**src/rtl/sdram_pkg.sv**
```systemverilog
// Shared widths, FSM encoding and address helpers for the SDRAM request controller.
package sdram_pkg;

    localparam int BA_W   = 3;
    localparam int ROW_W  = 15;
    localparam int COL_W  = 10;
    localparam int DATA_W = 8;
    localparam int ADDR_W = BA_W + ROW_W + COL_W;

    typedef enum logic [2:0] {
        ST_IDLE      = 3'd0,
        ST_PRECHARGE = 3'd1,
        ST_ACTIVATE  = 3'd2,
        ST_ACCESS    = 3'd3,
        ST_RDWAIT    = 3'd4
    } ctrl_state_t;

    typedef struct packed {
        logic [BA_W-1:0]  ba;
        logic [ROW_W-1:0] row;
        logic [COL_W-1:0] col;
    } mem_addr_t;

    // Host address is {bank, row, col} with the bank in the MSBs.
    function automatic mem_addr_t split_addr(input logic [ADDR_W-1:0] addr);
        return mem_addr_t'(addr);
    endfunction

endpackage

```
**src/rtl/sdram_if.sv**
```systemverilog
// Host request/response port and memory pin bundle for the SDRAM controller.
interface sdram_host_if #(
    parameter int BA_W   = sdram_pkg::BA_W,
    parameter int ROW_W  = sdram_pkg::ROW_W,
    parameter int COL_W  = sdram_pkg::COL_W,
    parameter int DATA_W = sdram_pkg::DATA_W
);
    import sdram_pkg::*;

    logic                        req_valid;
    logic                        req_ready;
    logic                        req_we;
    logic [BA_W+ROW_W+COL_W-1:0] req_addr;
    logic [DATA_W-1:0]           req_wdata;
    logic                        rsp_valid;
    logic [DATA_W-1:0]           rsp_rdata;

    modport master (
        output req_valid, req_we, req_addr, req_wdata,
        input  req_ready, rsp_valid, rsp_rdata
    );

    modport slave (
        input  req_valid, req_we, req_addr, req_wdata,
        output req_ready, rsp_valid, rsp_rdata
    );
endinterface

interface sdram_mem_if #(
    parameter int BA_W   = sdram_pkg::BA_W,
    parameter int ROW_W  = sdram_pkg::ROW_W,
    parameter int COL_W  = sdram_pkg::COL_W,
    parameter int DATA_W = sdram_pkg::DATA_W
);
    import sdram_pkg::*;

    logic              mem_en;
    logic [BA_W-1:0]   mem_ba;
    logic [ROW_W-1:0]  mem_row;
    logic [COL_W-1:0]  mem_col;
    logic              mem_we_n;
    logic [DATA_W-1:0] mem_wdata;
    logic [DATA_W-1:0] mem_rdata;

    modport master (
        output mem_en, mem_ba, mem_row, mem_col, mem_we_n, mem_wdata,
        input  mem_rdata
    );

    modport slave (
        input  mem_en, mem_ba, mem_row, mem_col, mem_we_n, mem_wdata,
        output mem_rdata
    );
endinterface

```
**src/rtl/sdram_row_table.sv**
```systemverilog
// Open-row tracker: one {open, row} entry per bank, looked up on request accept.
module sdram_row_table #(
    parameter int BA_W  = sdram_pkg::BA_W,
    parameter int ROW_W = sdram_pkg::ROW_W
) (
    input  logic             ck,
    input  logic             rst_n,
    input  logic [BA_W-1:0]  lk_ba_i,
    input  logic [ROW_W-1:0] lk_row_i,
    output logic             lk_hit_o,
    output logic             lk_open_o,
    input  logic             upd_en_i,
    input  logic [BA_W-1:0]  upd_ba_i,
    input  logic [ROW_W-1:0] upd_row_i
);
    import sdram_pkg::*;

    localparam int NBANK = 1 << BA_W;

    logic [NBANK-1:0] open_q;
    logic [NBANK-1:0] open_d;
    logic [ROW_W-1:0] row_q [NBANK];
    logic [ROW_W-1:0] row_d [NBANK];

    // An activate marks its bank open with the newly activated row.
    always_comb begin
        open_d = open_q;
        row_d  = row_q;
        if (upd_en_i) begin
            open_d[upd_ba_i] = 1'b1;
            row_d[upd_ba_i]  = upd_row_i;
        end
    end

    // Table state; reset closes every bank.
    always_ff @(posedge ck) begin
        if (!rst_n) begin
            open_q <= '0;
            for (int i = 0; i < NBANK; i++) begin
                row_q[i] <= '0;
            end
        end else begin
            open_q <= open_d;
            row_q  <= row_d;
        end
    end

    assign lk_open_o = open_q[lk_ba_i];
    assign lk_hit_o  = open_q[lk_ba_i] && (row_q[lk_ba_i] == lk_row_i);

endmodule

```
**src/rtl/sdram_ctrl.sv**
```systemverilog
// Single-outstanding SDRAM request controller with open-page row tracking.
module sdram_ctrl #(
    parameter int BA_W   = sdram_pkg::BA_W,
    parameter int ROW_W  = sdram_pkg::ROW_W,
    parameter int COL_W  = sdram_pkg::COL_W,
    parameter int DATA_W = sdram_pkg::DATA_W,
    parameter int T_RP   = 2,
    parameter int T_RCD  = 2,
    parameter int RD_LAT = 2
) (
    input logic         ck,
    input logic         rst_n,
    sdram_host_if.slave host,
    sdram_mem_if.master mem
);
    import sdram_pkg::*;

    localparam logic [2:0] S_IDLE      = ST_IDLE;
    localparam logic [2:0] S_PRECHARGE = ST_PRECHARGE;
    localparam logic [2:0] S_ACTIVATE  = ST_ACTIVATE;
    localparam logic [2:0] S_ACCESS    = ST_ACCESS;
    localparam logic [2:0] S_RDWAIT    = ST_RDWAIT;

    localparam int T_MAX0 = (T_RP > T_RCD) ? T_RP : T_RCD;
    localparam int T_MAX  = (T_MAX0 > RD_LAT) ? T_MAX0 : RD_LAT;
    localparam int CNT_W  = $clog2(T_MAX) + 1;

    // Counter reload values: a phase of T cycles ends when the counter reads zero.
    localparam logic [CNT_W-1:0] CNT_RP  = CNT_W'(T_RP - 1);
    localparam logic [CNT_W-1:0] CNT_RCD = CNT_W'(T_RCD - 1);
    localparam logic [CNT_W-1:0] CNT_RD  = CNT_W'(RD_LAT - 1);

    logic [2:0]        state_q,     state_d;
    logic [CNT_W-1:0]  cnt_q,       cnt_d;
    logic              rdy_q,       rdy_d;
    logic              we_q,        we_d;
    logic [BA_W-1:0]   ba_q,        ba_d;
    logic [ROW_W-1:0]  row_q,       row_d;
    logic [COL_W-1:0]  col_q,       col_d;
    logic [DATA_W-1:0] wdata_q,     wdata_d;
    logic              rsp_valid_q, rsp_valid_d;
    logic [DATA_W-1:0] rsp_rdata_q, rsp_rdata_d;

    mem_addr_t req_a;
    logic      accept;
    logic      lk_hit;
    logic      lk_open;
    logic      upd_en;

    assign req_a  = split_addr(host.req_addr);
    assign accept = host.req_valid && rdy_q;

    sdram_row_table #(
        .BA_W  (BA_W),
        .ROW_W (ROW_W)
    ) u_row_table (
        .ck        (ck),
        .rst_n     (rst_n),
        .lk_ba_i   (req_a.ba),
        .lk_row_i  (req_a.row),
        .lk_hit_o  (lk_hit),
        .lk_open_o (lk_open),
        .upd_en_i  (upd_en),
        .upd_ba_i  (ba_q),
        .upd_row_i (row_q)
    );

    // Next-state logic: pick the row-miss path on accept, then walk the timed phases.
    always_comb begin
        state_d     = state_q;
        cnt_d       = cnt_q;
        we_d        = we_q;
        ba_d        = ba_q;
        row_d       = row_q;
        col_d       = col_q;
        wdata_d     = wdata_q;
        rsp_valid_d = 1'b0;
        rsp_rdata_d = rsp_rdata_q;
        upd_en      = 1'b0;
        case (state_q)
            S_IDLE: begin
                if (accept) begin
                    we_d    = host.req_we;
                    ba_d    = req_a.ba;
                    row_d   = req_a.row;
                    col_d   = req_a.col;
                    wdata_d = host.req_wdata;
                    if (lk_hit) begin
                        state_d = S_ACCESS;
                    end else if (lk_open) begin
                        state_d = S_PRECHARGE;
                        cnt_d   = CNT_RP;
                    end else begin
                        state_d = S_ACTIVATE;
                        cnt_d   = CNT_RCD;
                    end
                end
            end
            S_PRECHARGE: begin
                if (cnt_q == '0) begin
                    state_d = S_ACTIVATE;
                    cnt_d   = CNT_RCD;
                end else begin
                    cnt_d = cnt_q - CNT_W'(1);
                end
            end
            S_ACTIVATE: begin
                if (cnt_q == '0) begin
                    state_d = S_ACCESS;
                    upd_en  = 1'b1;
                end else begin
                    cnt_d = cnt_q - CNT_W'(1);
                end
            end
            S_ACCESS: begin
                if (we_q) begin
                    state_d = S_IDLE;
                end else begin
                    state_d = S_RDWAIT;
                    cnt_d   = CNT_RD;
                end
            end
            S_RDWAIT: begin
                if (cnt_q == '0) begin
                    state_d     = S_IDLE;
                    rsp_valid_d = 1'b1;
                    rsp_rdata_d = mem.mem_rdata;
                end else begin
                    cnt_d = cnt_q - CNT_W'(1);
                end
            end
            default: begin
                state_d = S_IDLE;
            end
        endcase
        rdy_d = (state_d == S_IDLE);
    end

    // State and output registers; reset aborts any operation in flight.
    always_ff @(posedge ck) begin
        if (!rst_n) begin
            state_q     <= S_IDLE;
            cnt_q       <= '0;
            rdy_q       <= 1'b0;
            we_q        <= 1'b0;
            ba_q        <= '0;
            row_q       <= '0;
            col_q       <= '0;
            wdata_q     <= '0;
            rsp_valid_q <= 1'b0;
            rsp_rdata_q <= '0;
        end else begin
            state_q     <= state_d;
            cnt_q       <= cnt_d;
            rdy_q       <= rdy_d;
            we_q        <= we_d;
            ba_q        <= ba_d;
            row_q       <= row_d;
            col_q       <= col_d;
            wdata_q     <= wdata_d;
            rsp_valid_q <= rsp_valid_d;
            rsp_rdata_q <= rsp_rdata_d;
        end
    end

    assign host.req_ready = rdy_q;
    assign host.rsp_valid = rsp_valid_q;
    assign host.rsp_rdata = rsp_rdata_q;

    assign mem.mem_en    = (state_q == S_ACCESS);
    assign mem.mem_we_n  = ~((state_q == S_ACCESS) && we_q);
    assign mem.mem_ba    = ba_q;
    assign mem.mem_row   = row_q;
    assign mem.mem_col   = col_q;
    assign mem.mem_wdata = wdata_q;

endmodule

```
**src/flat_wrapper.sv**
```systemverilog
// flat-port wrapper written by rule: the top's interface ports become plain ports
module sdram_ctrl_flat import sdram_pkg::*;
#(
    parameter int BA_W   = sdram_pkg::BA_W,
    parameter int ROW_W  = sdram_pkg::ROW_W,
    parameter int COL_W  = sdram_pkg::COL_W,
    parameter int DATA_W = sdram_pkg::DATA_W,
    parameter int T_RP   = 2,
    parameter int T_RCD  = 2,
    parameter int RD_LAT = 2
)
  (ck, rst_n, host_req_valid, host_req_we, host_req_addr, host_req_wdata, host_req_ready, host_rsp_valid, host_rsp_rdata, mem_mem_en, mem_mem_ba, mem_mem_row, mem_mem_col, mem_mem_we_n, mem_mem_wdata, mem_mem_rdata);
  sdram_host_if #(.BA_W(BA_W), .ROW_W(ROW_W), .COL_W(COL_W), .DATA_W(DATA_W)) host_i ();
  sdram_mem_if #(.BA_W(BA_W), .ROW_W(ROW_W), .COL_W(COL_W), .DATA_W(DATA_W)) mem_i ();
  input logic ck;
  input logic rst_n;
  input wire logic [$bits(host_i.req_valid)-1:0] host_req_valid;
  input wire logic [$bits(host_i.req_we)-1:0] host_req_we;
  input wire logic [$bits(host_i.req_addr)-1:0] host_req_addr;
  input wire logic [$bits(host_i.req_wdata)-1:0] host_req_wdata;
  output wire logic [$bits(host_i.req_ready)-1:0] host_req_ready;
  output wire logic [$bits(host_i.rsp_valid)-1:0] host_rsp_valid;
  output wire logic [$bits(host_i.rsp_rdata)-1:0] host_rsp_rdata;
  output wire logic [$bits(mem_i.mem_en)-1:0] mem_mem_en;
  output wire logic [$bits(mem_i.mem_ba)-1:0] mem_mem_ba;
  output wire logic [$bits(mem_i.mem_row)-1:0] mem_mem_row;
  output wire logic [$bits(mem_i.mem_col)-1:0] mem_mem_col;
  output wire logic [$bits(mem_i.mem_we_n)-1:0] mem_mem_we_n;
  output wire logic [$bits(mem_i.mem_wdata)-1:0] mem_mem_wdata;
  input wire logic [$bits(mem_i.mem_rdata)-1:0] mem_mem_rdata;
  assign host_i.req_valid = host_req_valid;
  assign host_i.req_we = host_req_we;
  assign host_i.req_addr = host_req_addr;
  assign host_i.req_wdata = host_req_wdata;
  assign host_req_ready = host_i.req_ready;
  assign host_rsp_valid = host_i.rsp_valid;
  assign host_rsp_rdata = host_i.rsp_rdata;
  assign mem_mem_en = mem_i.mem_en;
  assign mem_mem_ba = mem_i.mem_ba;
  assign mem_mem_row = mem_i.mem_row;
  assign mem_mem_col = mem_i.mem_col;
  assign mem_mem_we_n = mem_i.mem_we_n;
  assign mem_mem_wdata = mem_i.mem_wdata;
  assign mem_i.mem_rdata = mem_mem_rdata;
  sdram_ctrl #(.BA_W(BA_W), .ROW_W(ROW_W), .COL_W(COL_W), .DATA_W(DATA_W), .T_RP(T_RP), .T_RCD(T_RCD), .RD_LAT(RD_LAT)) u_core (.ck(ck), .rst_n(rst_n), .host(host_i), .mem(mem_i));
endmodule
```
**config.mk**
```make
export PLATFORM = sky130hd
export DESIGN_NAME = sdram_ctrl_flat
export DESIGN_NICKNAME = d
export VERILOG_FILES = /design/src/rtl/sdram_pkg.sv /design/src/rtl/sdram_if.sv /design/src/rtl/sdram_row_table.sv /design/src/rtl/sdram_ctrl.sv /design/src/flat_wrapper.sv
export SDC_FILE = /design/constraint.sdc
export NUM_CORES = 1
export LEC_CHECK = 0
export BUFFER_PORTS_ARGS = -buffer_cell sky130_fd_sc_hd__buf_4
export CORE_MARGIN = 1.5
export CORE_UTILIZATION = 45
export DETAILED_ROUTE_END_ITERATION = 10
export PLACE_DENSITY = 0.67
export SYNTH_ARGS = -nofsm -noshare
export SYNTH_HDL_FRONTEND = slang
export SYNTH_SLANG_ARGS = --single-unit
```
**constraint.sdc**
```tcl
create_clock -name ck -period 3.5 [get_ports ck]
set_clock_uncertainty 0.1 [all_clocks]
set_input_delay 0.875 -clock ck [delete_from_list [all_inputs] [get_ports ck]]
set_output_delay 0.875 -clock ck [all_outputs]
set_load 0.005 [all_outputs]
```
==> impl_metrics.csv <==
group,metric,value,unit
layout,drive_above_1_share,0.1696,
layout,design_area,9069,sq um
yosys,async_reset_ff_frac,0,
detailed_routing,drcViolationCount,0,
power_and_ir_drop,powerDensity,516.9,nW/um^2
detailed_routing,routed-wl-met3,1553,um
layout,fin_cells,1240,
worst_setup_path,crit_start,"host_req_addr[26]",
sta,finalCritPeriodShare,0.8328,
min_path,holdCritPathClass,"flop to flop",
yosys,synth_fp_nets,1004,
layout,layout.nets,1058,
sta,finalSetupViolCount,0,
worst_setup_path,crit_path_end_kind,"flop",
power_and_ir_drop,vdd_drop_max,0.0003842,V
sta,relSlewSlack,0.4195,
detailed_routing,ant_nets,0,
cts,cts_resized,0,
cts,cts_setup_buffers,0,
placement,dp_hpwl,13930,um
cts,cts_max_level,4,
detailed_routing,top_layer,"met4",
yosys,ys.flop_type,"dfxtp_1",
power_and_ir_drop,p_leak,0.003288,uW
layout,syn_to_final_growth,19.11,%
floorplan,rows,47,
detailed_routing,drt_iter0_markers,556,
detailed_routing,routed_wl,21810,um
detailed_routing,vias,6782,
power_and_ir_drop,power,4688,uW
floorplan,initial_core_util,0.4591,
cts,cts_root_buf,"clkbuf_16",
global_route,grt_pass1_wl,34040,um
global_route,grt_max_degree,60,
worst_setup_path,rr_startpoint,"u_core.cnt_q[0]$_SDFFE_PN0P_",
worst_setup_path,critPathLaunchType,"input port",
yosys,synth-edff-count,0,
global_route,gr-usage-all-layers,0.2511,
detailed_routing,wl_met1,9811,um
sta,rsz0062_at_grt,"false",
sta,tightest_slew,0.8707,ns
detailed_routing,route.met2.wl,9961,um
cts,worstSkewPairLatency,0.44,ns
cts,cts_tree,"yes",
yosys,synth_seq_cells,180,
floorplan,die_width,133.1,um
global_route,grt_pass1_vias,6038,
floorplan,die_h,133.1,um
worst_setup_path,worstPathArrival,3.10,ns
cts,cts.sinks,180,
placement,placed_cells,1209,
yosys,syn_area_per_cell,7.981,sq um
min_path,hold_start,"u_core.u_row_table.row_q[7]$_SDFFE_PN0P_",
sta,fin_setup_tns,0,ns
placement,port_buffers,95,
floorplan,core,16580,sq um
floorplan,ios,96,
placement,routabilityCongestion,0.8191,
worst_setup_path,crit_type,"input port to flop",
sta,finalHoldViolations,0,
flow_run,cap_violations,0,
global_route,grt_overflow,0,
yosys,synth_cells,954,
layout,diodes,0,
yosys,yosysWarnings,0,
cts,cts_hold_buf,0,
cts,ctsLongestPathBuffers,2,
yosys,seq_area_frac_synth,0.4733,
detailed_routing,vias_per_cell,5.469,
placement,placed_area,8474,sq um
sta,period_minus_slack,2.915,ns
detailed_routing,wl_per_cell,17.59,um
cts,clkTransAtPathRegs,0.07,ns
global_route,antenna_found_initial,0,
sta,holdWs,0.3538,ns
sta,max_freq,0.3431,GHz
yosys,synthDistinctLibCells,38,
worst_setup_path,crit_fanout,15,
yosys,netlist_area,7614,sq um
floorplan,die-area,17710,sq um
cts,cts_buffers,17,
outcome,status,"finished, final reports clean",
sta,slew_viol_final,0,
detailed_routing,first_pass_iters,5,
worst_setup_path,crit_required,3.68,ns
cell type report:
type,instances,area (sq um)
Clock buffer,23,467.9
Clock inverter,8,126.4
Fill cell,1556,7515
Inverter,3,13.76
Multi-Input combinational cell,691,3694
Sequential cell,180,3603
Tap cell,220,275.3
Timing Repair Buffer,115,888.4
per-stage QoR:
step,worst slack [ns],util
2_1_floorplan,0.3055,-
3_3_place_gp,0.2300,0.5110
3_5_place_dp,0.1908,0.5110
4_1_cts,0.6140,0.5469
5_1_grt,0.4891,0.5469
6_report,0.5852,0.5469
flip-flops by register name (all words and copies together), names as in the netlist:
| register | cells |
|---|---|
| u_core.cnt_q | 2 |
| u_core.host.req_ready | 1 |
| u_core.host.rsp_rdata | 8 |
| u_core.host.rsp_valid | 1 |
| u_core.mem.mem_ba | 3 |
| u_core.mem.mem_col | 10 |
| u_core.mem.mem_row | 15 |
| u_core.mem.mem_wdata | 8 |
| u_core.state_q | 3 |
| u_core.u_row_table.open_q | 8 |
| u_core.u_row_table.row_q | 120 |
| u_core.we_q | 1 |
path summary, 6_finish.rpt:
path | to | slack (ns) | cells past startpoint
worst max-delay path | u_core.cnt_q[0]$_SDFFE_PN0P_ | 0.59 | 8
worst min-delay path | u_core.u_row_table.row_q[7]$_SDFFE_PN0P_ | 0.35 | 2
worst max register to register | u_core.u_row_table.row_q[106]$_SDFFE_PN0P_ | 0.98 | 8
worst min register to register | u_core.u_row_table.row_q[7]$_SDFFE_PN0P_ | 0.35 | 2
worst max-delay path, stage by stage:
cell and delay [ns]:
buf_4 0.24, mux4_2 0.53, mux2i_1 0.17, xor2_1 0.24, o21ai_1 0.11, or4_4 0.53, o31ai_4 0.29, a221oi_1 0.11
cell families after synthesis:
group	share of synthesized area
AND/OR/NAND/NOR	0.2197
AO/OA/AOI/OAI	0.1443
flip-flops	0.4733
buffers and inverters	0.04454
multiplexers	0.1034
XOR/XNOR	0.01150
adder cells (fa/ha/maj)	0.003286
placed cells by master (no fill, tap or decap), drive strengths merged:
master      n
nand4       1
or4         1
o22ai       2
xor2        8
nand4b      1
a22oi      15
a221oi      1
dfxtp     180
ha          2
clkinv      2
bufinv      3
nor2       30
mux2        1
nand3b      1
nor3        4
clkinvlp    3
xnor2       2
nand2     344
inv         3
nand2b      7
and3        5
and2        4
nor2b       9
o21a        1
mux2i      37
o21bai      1
nand3       3
or3         2
a21o        1
o31ai       1
mux4       18
o21ai       6
or2         5
a21oi     178
clkbuf     23
buf       115
power breakdown:
group / switching [uW] / internal (uW)
combinational: 318 / 219
clock: 795 / 1160
sequential: 90.0 / 2110
layer usage:
layer | up-vias | track usage
li1 | 3264 | -
met1 | 3233 | 0.3511
met2 | 252 | 0.3883
met3 | 33 | 0.05364
met4 | 0 | 0.07875
met5 | - | 0
cells in the mapped netlist (all sizes together) (2+ instances only):
cell	instances	area, sq um
or2	5	31.28
o22ai	2	12.51
buf	10	65.06
dfxtp	180	3603
mux2i	37	370.4
nor2b	9	56.30
a22oi	15	112.6
or3	2	12.51
nor2	30	112.6
and3	5	31.28
a21oi	178	890.9
nand2b	7	43.79
xor2	8	70.07
nor3	4	20.02
and2	4	25.02
clkbuf	70	262.8
nand3	3	15.01
xnor2	2	17.52
o21ai	6	30.02
inv	3	11.26
ha	2	25.02
mux4	18	405.4
nand2	344	1291
Power figures use the tool's default switching activity.
